==> src/rtl/multicycle_controller.sv <==
// multicycle_controller -- control FSM for the multicycle RISC-V core.
// Sequences the shared-memory datapath through Fetch/Decode/Execute/Writeback
// for lw, sw, R-type, I-type ALU, beq and jal. It produces every datapath
// select and write strobe, includes the ALU decoder, and waits on mem_ready
// in the states that access memory.
// Optional feature: define ILLEGAL_OP_TRAP_EN to lock the FSM in a TRAP state
// on an unknown opcode and raise a sticky illegal_op flag. In the default
// build an unknown opcode is treated as a NOP and illegal_op is tied low.
module multicycle_controller (
  input  logic       clk,
  input  logic       reset_n,
  input  logic [6:0] op,
  input  logic [2:0] funct3,
  input  logic       funct7b5,
  input  logic       zero,
  input  logic       mem_ready,
  output logic       PCWrite,
  output logic       AdrSrc,
  output logic       MemWrite,
  output logic       IRWrite,
  output logic       RegWrite,
  output logic [1:0] ResultSrc,
  output logic [1:0] ALUSrcA,
  output logic [1:0] ALUSrcB,
  output logic [1:0] ImmSrc,
  output logic [2:0] ALUControl,
  output logic       instr_done,
  output logic       illegal_op
);

  localparam logic [6:0] OP_LW   = 7'b0000011;
  localparam logic [6:0] OP_SW   = 7'b0100011;
  localparam logic [6:0] OP_R    = 7'b0110011;
  localparam logic [6:0] OP_I    = 7'b0010011;
  localparam logic [6:0] OP_BEQ  = 7'b1100011;
  localparam logic [6:0] OP_JAL  = 7'b1101111;

  typedef enum logic [3:0] {
    S_FETCH   = 4'd0,
    S_DECODE  = 4'd1,
    S_MEMADR  = 4'd2,
    S_MEMREAD = 4'd3,
    S_MEMWB   = 4'd4,
    S_MEMWR   = 4'd5,
    S_EXECR   = 4'd6,
    S_EXECI   = 4'd7,
    S_ALUWB   = 4'd8,
    S_BEQ     = 4'd9,
    S_JAL     = 4'd10
`ifdef ILLEGAL_OP_TRAP_EN
    ,S_TRAP   = 4'd11
`endif
  } state_e;

  state_e state_q, state_d;

  // Raw strobes decoded from state; gated by reset_n before leaving the block.
  logic       pc_update;
  logic       branch;
  logic [1:0] alu_op;
  logic       adr_src;
  logic       mem_write_raw;
  logic       ir_write_raw;
  logic       reg_write_raw;
  logic       done_raw;
  logic [1:0] result_src;
  logic [1:0] alu_src_a;
  logic [1:0] alu_src_b;

  // Next-state logic: memory states wait for mem_ready, DECODE dispatches on op.
  always_comb begin
    // NOTE: every always_comb output gets a default first so no path leaves it unassigned (no latch).
    state_d = state_q;
    unique case (state_q)
      S_FETCH:   if (mem_ready) state_d = S_DECODE;
      S_DECODE: begin
        case (op)
          OP_LW, OP_SW: state_d = S_MEMADR;
          OP_R:         state_d = S_EXECR;
          OP_I:         state_d = S_EXECI;
          OP_BEQ:       state_d = S_BEQ;
          OP_JAL:       state_d = S_JAL;
`ifdef ILLEGAL_OP_TRAP_EN
          default:      state_d = S_TRAP;
`else
          default:      state_d = S_FETCH;
`endif
        endcase
      end
      S_MEMADR:  state_d = (op == OP_LW) ? S_MEMREAD : S_MEMWR;
      S_MEMREAD: if (mem_ready) state_d = S_MEMWB;
      S_MEMWB:   state_d = S_FETCH;
      S_MEMWR:   if (mem_ready) state_d = S_FETCH;
      S_EXECR:   state_d = S_ALUWB;
      S_EXECI:   state_d = S_ALUWB;
      S_ALUWB:   state_d = S_FETCH;
      S_BEQ:     state_d = S_FETCH;
      S_JAL:     state_d = S_ALUWB;
`ifdef ILLEGAL_OP_TRAP_EN
      S_TRAP:    state_d = S_TRAP;
`endif
      default:   state_d = S_FETCH;
    endcase
  end

  // State register; reset aborts any instruction in flight and returns to FETCH.
  always_ff @(posedge clk or negedge reset_n) begin
    // NOTE: sequential state uses non-blocking assignments so all flops update together.
    if (!reset_n) state_q <= S_FETCH;
    else          state_q <= state_d;
  end

  // Moore output decode: selects and raw strobes as a function of state only.
  always_comb begin
    pc_update     = 1'b0;
    branch        = 1'b0;
    alu_op        = 2'b00;
    adr_src       = 1'b0;
    mem_write_raw = 1'b0;
    ir_write_raw  = 1'b0;
    reg_write_raw = 1'b0;
    done_raw      = 1'b0;
    result_src    = 2'b00;
    alu_src_a     = 2'b00;
    alu_src_b     = 2'b00;
    unique case (state_q)
      S_FETCH: begin
        // PC+4 is computed on the ALU and loaded in the same cycle the
        // instruction word arrives, so both strobes follow mem_ready.
        alu_src_b    = 2'b10;
        result_src   = 2'b10;
        ir_write_raw = mem_ready;
        pc_update    = mem_ready;
      end
      S_DECODE: begin
        alu_src_a = 2'b01;
        alu_src_b = 2'b01;
      end
      S_MEMADR: begin
        alu_src_a = 2'b10;
        alu_src_b = 2'b01;
      end
      S_MEMREAD: adr_src = 1'b1;
      S_MEMWB: begin
        result_src    = 2'b01;
        reg_write_raw = 1'b1;
        done_raw      = 1'b1;
      end
      S_MEMWR: begin
        adr_src       = 1'b1;
        mem_write_raw = 1'b1;
        done_raw      = mem_ready;
      end
      S_EXECR: begin
        alu_src_a = 2'b10;
        alu_op    = 2'b10;
      end
      S_EXECI: begin
        alu_src_a = 2'b10;
        alu_src_b = 2'b01;
        alu_op    = 2'b10;
      end
      S_ALUWB: begin
        reg_write_raw = 1'b1;
        done_raw      = 1'b1;
      end
      S_BEQ: begin
        alu_src_a = 2'b10;
        alu_op    = 2'b01;
        branch    = 1'b1;
        done_raw  = 1'b1;
      end
      S_JAL: begin
        alu_src_a = 2'b01;
        alu_src_b = 2'b10;
        pc_update = 1'b1;
      end
      default: ;
    endcase
  end

  // ALU decoder: ALUOp from the state plus funct fields from the instruction.
  always_comb begin
    ALUControl = 3'b000;
    case (alu_op)
      2'b01: ALUControl = 3'b001;
      2'b10: begin
        case (funct3)
          3'b000:  ALUControl = (op[5] & funct7b5) ? 3'b001 : 3'b000;
          3'b010:  ALUControl = 3'b101;
          3'b110:  ALUControl = 3'b011;
          3'b111:  ALUControl = 3'b010;
          default: ALUControl = 3'b000;
        endcase
      end
      default: ALUControl = 3'b000;
    endcase
  end

  // Immediate format select, decoded straight from the opcode.
  always_comb begin
    case (op)
      OP_SW:   ImmSrc = 2'b01;
      OP_BEQ:  ImmSrc = 2'b10;
      OP_JAL:  ImmSrc = 2'b11;
      default: ImmSrc = 2'b00;
    endcase
  end

  // Write strobes are suppressed for as long as reset is held low.
  assign PCWrite    = reset_n & (pc_update | (branch & zero));
  assign IRWrite    = reset_n & ir_write_raw;
  assign MemWrite   = reset_n & mem_write_raw;
  assign RegWrite   = reset_n & reg_write_raw;
  assign instr_done = reset_n & done_raw;
  assign AdrSrc     = adr_src;
  assign ResultSrc  = result_src;
  assign ALUSrcA    = alu_src_a;
  assign ALUSrcB    = alu_src_b;

`ifdef ILLEGAL_OP_TRAP_EN
  // TRAP is only left through reset, so the flag is sticky by construction.
  assign illegal_op = (state_q == S_TRAP);
`else
  assign illegal_op = 1'b0;
`endif

endmodule

==> config.mk <==
export PLATFORM = sky130hd
export DESIGN_NAME = multicycle_controller
export DESIGN_NICKNAME = d
export VERILOG_FILES = /design/src/rtl/multicycle_controller.sv
export SDC_FILE = /design/constraint.sdc
export NUM_CORES = 1
export LEC_CHECK = 0
export ABC_AREA = 0
export CORE_MARGIN = 2
export CORE_UTILIZATION = 38
export CTS_CLUSTER_DIAMETER = 30
export DETAILED_ROUTE_END_ITERATION = 6
export HOLD_SLACK_MARGIN = 0.03
export PLACE_DENSITY = 0.79
export SYNTH_ARGS = -nofsm -noshare
export SYNTH_HDL_FRONTEND = slang
export SYNTH_SLANG_ARGS = --single-unit
==> constraint.sdc <==
create_clock -name clk -period 2 [get_ports clk]
set_input_delay 0.4 -clock clk [delete_from_list [all_inputs] [get_ports clk]]
set_output_delay 0.4 -clock clk [all_outputs]
set_load 0.02 [all_outputs]
==> results of run 1 <==
layout make-up:
cell class                 count  area [µm²]
multi-input combinational     72         567
timing repair buffer          63         520
fill                          84         236
sequential                     4         100
clock buffer                   3        22.5
inverter                       6        22.5
tap                           16        20.0
repair_timing:
item | 4_1_cts | 5_1_grt
pin swaps | 2 | 7
buffers inserted | 0 | 2
endpoints found under the setup margin | 17 | 15
cloned | 0 | 0
hold buffers | 0 | 0
gates resized for setup | 57 | 35
report_power, final:
group	switching (mW)	total, mW	internal, mW
combinational	0.0937	0.190	0.0960
sequential	0.00196	0.0863	0.0844
clock	0.0277	0.0945	0.0668
total	0.123	0.371	0.247
worst max path at each step:
stage / endpoint / start
finish: ImmSrc[0] / op[0]
global route: ImmSrc[0] / op[0]
CTS: ALUControl[1] / state_q[1]
detailed placement: ImmSrc[0] / op[4]
global placement: ImmSrc[0] / op[5]
floorplan: IRWrite / state_q[1]
cell families after synthesis:
| group | after synthesis | share of synthesized area |
|---|---|---|
| simple gates | 46 | 0.419 |
| compound gates | 19 | 0.227 |
| buf+inv | 11 | 0.0792 |
| flops | 4 | 0.167 |
| xor+xnor | 3 | 0.0438 |
| fa+ha+maj | 2 | 0.0417 |
| other cells | 1 | 0.00624 |
| mux | 1 | 0.0167 |
cells in the final DEF, fill, tap and decap left out, drive strengths merged:
cell,netlist,routed
a211oi,2,2
a21o,1,1
a21oi,4,4
a221oi,1,1
a22oi,1,1
a31o,2,2
a31oi,1,1
and2,1,1
and3,3,3
and3b,1,1
buf,3,39
clkbuf,2,9
clkdlybuf4s15,0,2
clkdlybuf4s50,0,8
conb,1,1
dfrtp,4,4
dlygate4sd2,0,2
dlymetal6s2s,0,6
ha,2,2
inv,6,6
mux2i,1,1
nand2,11,11
nand2b,4,4
nand3b,1,1
nand4bb,1,1
nor2,8,8
nor2b,4,4
nor3,5,5
nor3b,2,2
nor4,3,3
o211a,1,1
o21ai,3,3
o22ai,1,1
o32ai,1,1
o41ai,1,1
or3b,1,1
or4b,1,1
xnor2,1,1
xor2,2,2
routing by layer:
metal | track usage | vias up
met1 | 0.277 | 417
li1 | - | 431
met3 | 0.0375 | 0
met5 | 0 | -
met2 | 0.482 | 20
met4 | 0.0909 | 0
==> results.cfg, run 1 <==
[yosys]
synth_enable_flop_cells = 0
syn_area_um2 = 601
fraction_of_registers_with_async_set_reset = 1.00
yosys.cell_count.top_type = sky130_fd_sc_hd__nand2_1
synth_common_cells = sky130_fd_sc_hd__nand2_1 (11), sky130_fd_sc_hd__nor2_1 (8), sky130_fd_sc_hd__inv_1 (6)
ys.warnings.count = 0
synth.largest_area_cell = sky130_fd_sc_hd__dfrtp_1
synth_cell_types = 38
yosys-top-cells-area = sky130_fd_sc_hd__dfrtp_1 (17%), sky130_fd_sc_hd__nand2_1 (6.9%), sky130_fd_sc_hd__nor2_1 (5.0%)
synth_flop_cell = sky130_fd_sc_hd__dfrtp_1
syn-instance-count = 87
synthesis.area_per_instance_um2 = 6.90
yosysSeqAreaShare = 0.167
syn_nets = 104
yosysTopAreaCellShare = 0.167
synthesis_stage_register_bit_count = 4

[floorplan]
num_io_pins = 33
initial_core_util = 0.403
chipHeight_um = 43.8
floorplan.core_area_um2 = 1490
die_area_um2 = 1910
dieWidth_um = 43.8
rows = 14

[placed_design]
dpl_cell_area_um2 = 1140
pre_cts_slack_ps = -547
detailedPlacementHpwl_um = 1800
place.port_buffers = 31
finalWeightedCongestion = 0.850
numPlacedInstances = 159

[route]
initialDrtViolationCount = 21
maxUsedRoutingLayer = met3
wl_um = 2360
route.detailed.vias_per_inst = 5.29
drt.antenna.violating_nets = 0
num_vias = 868
met3_wirelength_um = 103
drc = 0
drt-met1-wl_um = 920
routed-wl-met2_um = 1340
wl_per_cell_um = 14.4
drt_pre_antenna_iters = 6

[run_status]
status = finished, violations left
violations = negative setup slack

[min_path]
hold_class = in2async

[timing]
fin_worst_skew_ps = 0.0339
maxClockFrequency_mhz = 494
layout_setup_ws_ps = -22.5
fin_hold_ws_ps = 577
final_slew_viol_count = 0
setup_viol_count_final = 1
grt_setup_unrepaired = yes
period_minus_slack_ps = 2020
final.setup.tns_ps = -22.5
final_min_period_over_clock_period = 1.01
timing_hold_violations_final = 0

[finish]
largest-register = state_q
num_antenna_cells = 0
largest_registers = state_q x4
largest_register_ff_count = 4
number_of_nets_at_the_end_of_the_flow = 167
area.growth.synth_to_final_pct = 109
fin_cells = 164
final_layout_size_suffix_gt1_frac = 0.480
post-route-cell-area_um2 = 1250
finalCoreUtilization = 0.841

[global_routing]
grt_first_pass_wirelength_um = 3550
antenna_found_initial = 0
grt_pass1_vias = 803
grt_max_degree = 12
grt.overflow.total = 0
grt_util_all_layers = 0.253

[worst_setup_path]
path_cells = clkdlybuf4s50_1 > nand2_2 > o32ai_4 > and3_1 > buf_6
critical_path.startpoint_type = input port
delay_heaviest_family_cp = buffers and inverters
critical_path_depth = 5
cp_slowest_stage_delay_ps = 560
worstPathArrival_ps = 1620
reg2reg_slack_ps = 210
r2r_end = state_q[0]
setup.worst_path.end_class = output port
worst_path_max_delay_cell = sky130_fd_sc_hd__clkdlybuf4s50_1
cp_data_required_time_ps = 1600
worstReg2RegStart = state_q[1]
reg2regPathDepth = 6
criticalPathCategory = in2out
timing.critical_path.buf_inv = 2
cp_max_fo = 2

[clocking]
clock_transition_at_the_register_clock_pins_on_the_worst_setup_and_hold_paths_after_cts_ps = 30
sinks_on_the_clock_net = 4
tritoncts = built
cts-root-buf = sky130_fd_sc_hd__clkbuf_4
cts.htree.levels = 1
numCtsBuffers = 3
clock_insertion_delay_worst_skew_ps = 230
clockBufferDepth = 2

[pwr]
power_per_cell_area_nw_per_um2 = 296
report.power.total_uw = 371
leakage_nw = 0.650
ir_drop_uv = 357

[flow_run]
drv.max_cap_violation_count = 0
No activity file was read; power rests on OpenSTA's default activity.
==> run 2, diff against run 1 <==
- CORE_MARGIN: 2 -> 5
- CORE_UTILIZATION: 38 -> 34
- PLACE_DENSITY: 0.79 -> 0.75
- clock period: 2 -> 1.62 ns (I/O delays scaled with it)
==> results.cfg, run 2 (synthesis results as in run 1) <==
[route]
initialDrtViolationCount = 63
wl_per_cell_um = 24.6
drt.antenna.violating_nets = 0
drt_pre_antenna_iters = 4
drc = 0
num_vias = 1194
wl_um = 4800
route.detailed.vias_per_inst = 6.12

[placed_design]
detailedPlacementHpwl_um = 1810
finalWeightedCongestion = 0.855
pre_cts_slack_ps = -779
dpl_cell_area_um2 = 1220
place.port_buffers = 31

[finish]
largest-register = state_q
num_antenna_cells = 0
mostFrequentLayoutCells = sky130_fd_sc_hd__buf_4 (48), sky130_fd_sc_hd__buf_6 (19), sky130_fd_sc_hd__nand2_1 (6), sky130_fd_sc_hd__clkdlybuf4s50_1 (6), sky130_fd_sc_hd__nor2_1 (5)
layout_commonest_cell = sky130_fd_sc_hd__buf_4
largest_register_ff_count = 4
final_layout_size_suffix_gt1_frac = 0.724
number_of_nets_at_the_end_of_the_flow = 189
post-route-cell-area_um2 = 1650
area.growth.synth_to_final_pct = 175
largest_registers = state_q x4

[timing]
final.setup.tns_ps = -4070
final_slew_viol_count = 0
layout_setup_ws_ps = -360
fin_worst_skew_ps = 3.07
maxClockFrequency_mhz = 505
setup_viol_count_final = 19
final_min_period_over_clock_period = 1.22
period_minus_slack_ps = 1980
grt_setup_unrepaired = yes
timing_hold_violations_final = 0

[floorplan]
chipHeight_um = 52.0
dieWidth_um = 52.0
rows = 15
die_area_um2 = 2710
num_io_pins = 33
initial_core_util = 0.352
floorplan.core_area_um2 = 1710

[min_path]
hold_class = in2async

[global_routing]
antenna_found_initial = 0
grt_pass1_vias = 1095
grt.overflow.total = 0
grt_util_all_layers = 0.259
grt_first_pass_wirelength_um = 5220
grt_max_degree = 8

[pwr]
report.power.total_uw = 594
power_per_cell_area_nw_per_um2 = 360
leakage_nw = 0.796
ir_drop_uv = 572

[clocking]
tritoncts = built
cts.htree.levels = 1
numCtsBuffers = 3
clock_insertion_delay_worst_skew_ps = 240
clockBufferDepth = 2
clock_transition_at_the_register_clock_pins_on_the_worst_setup_and_hold_paths_after_cts_ps = 40
cts-root-buf = sky130_fd_sc_hd__clkbuf_4
sinks_on_the_clock_net = 4

[run_status]
violations = negative setup slack
status = finished, violations left

[worst_setup_path]
cp_max_fo = 3
setup.worst_path.end_class = output port
critical_path.startpoint_type = flop
criticalPathCategory = reg2out
worstPathArrival_ps = 1660
cp_data_required_time_ps = 1300

[flow_run]
drv.max_cap_violation_count = 0
## run 2: cell type report
cell class | count | area (µm²)
timing repair buffer | 85 | 756
multi-input combinational | 72 | 717
sequential | 4 | 104
fill | 33 | 55.1
tap | 25 | 31.3
clock buffer | 3 | 22.5
inverter | 6 | 22.5
## run 2: report_power, final
group | switching [mW] | internal [mW]
logic | 0.174 | 0.178
registers | 0.00555 | 0.104
clock network | 0.0495 | 0.0835
total | 0.229 | 0.365
## run 2: repair_timing
action	4_1_cts	5_1_grt
hold buffers	0	0
pin swaps	18	14
setup buffers	15	11
setup endpoints to repair	21	20
resized for setup	139	37
gates cloned	1	0
## run 2: stage by stage
step	instances	hold slack, ps	util
6_report	195	594	0.968
5_1_grt	195	606	0.968
4_1_cts	188	496	0.881
3_5_place_dp	170	656	0.716
3_3_place_gp	170	647	0.716
2_1_floorplan	87	28.4	-
## run 2: worst max-delay path, stage by stage, from the launching register on
cell,delay [ps]
sky130_fd_sc_hd__dfrtp_1,410
sky130_fd_sc_hd__nor2b_4,210
sky130_fd_sc_hd__nand2_4,80
sky130_fd_sc_hd__ha_4,270
sky130_fd_sc_hd__nor4_4,250
sky130_fd_sc_hd__buf_4,180
## run 2: worst paths after layout
check | start | end | slack (ps) | depth (start not counted)
max in group asynchronous | reset_n | state_q[3] | 900 | 2
worst max-delay path | state_q[0] | ALUControl[2] | -360 | 5
min in group clk | op[4] | state_q[2] | 730 | 5
worst min register to register | state_q[2] | state_q[1] | 750 | 3
worst min-delay path | reset_n | state_q[2] | 590 | 2
worst max register to register | state_q[3] | state_q[0] | -330 | 7
## run 2: per-layer routing
layer	wire (µm)	vias to the layer above	global-route usage	share of wire
li1	-	480	-	-
met1	1710	573	0.301	0.35
met5	0	-	0	0
met2	2320	103	0.452	0.48
met4	342	0	0.127	0.071
met3	440	38	0.0430	0.092
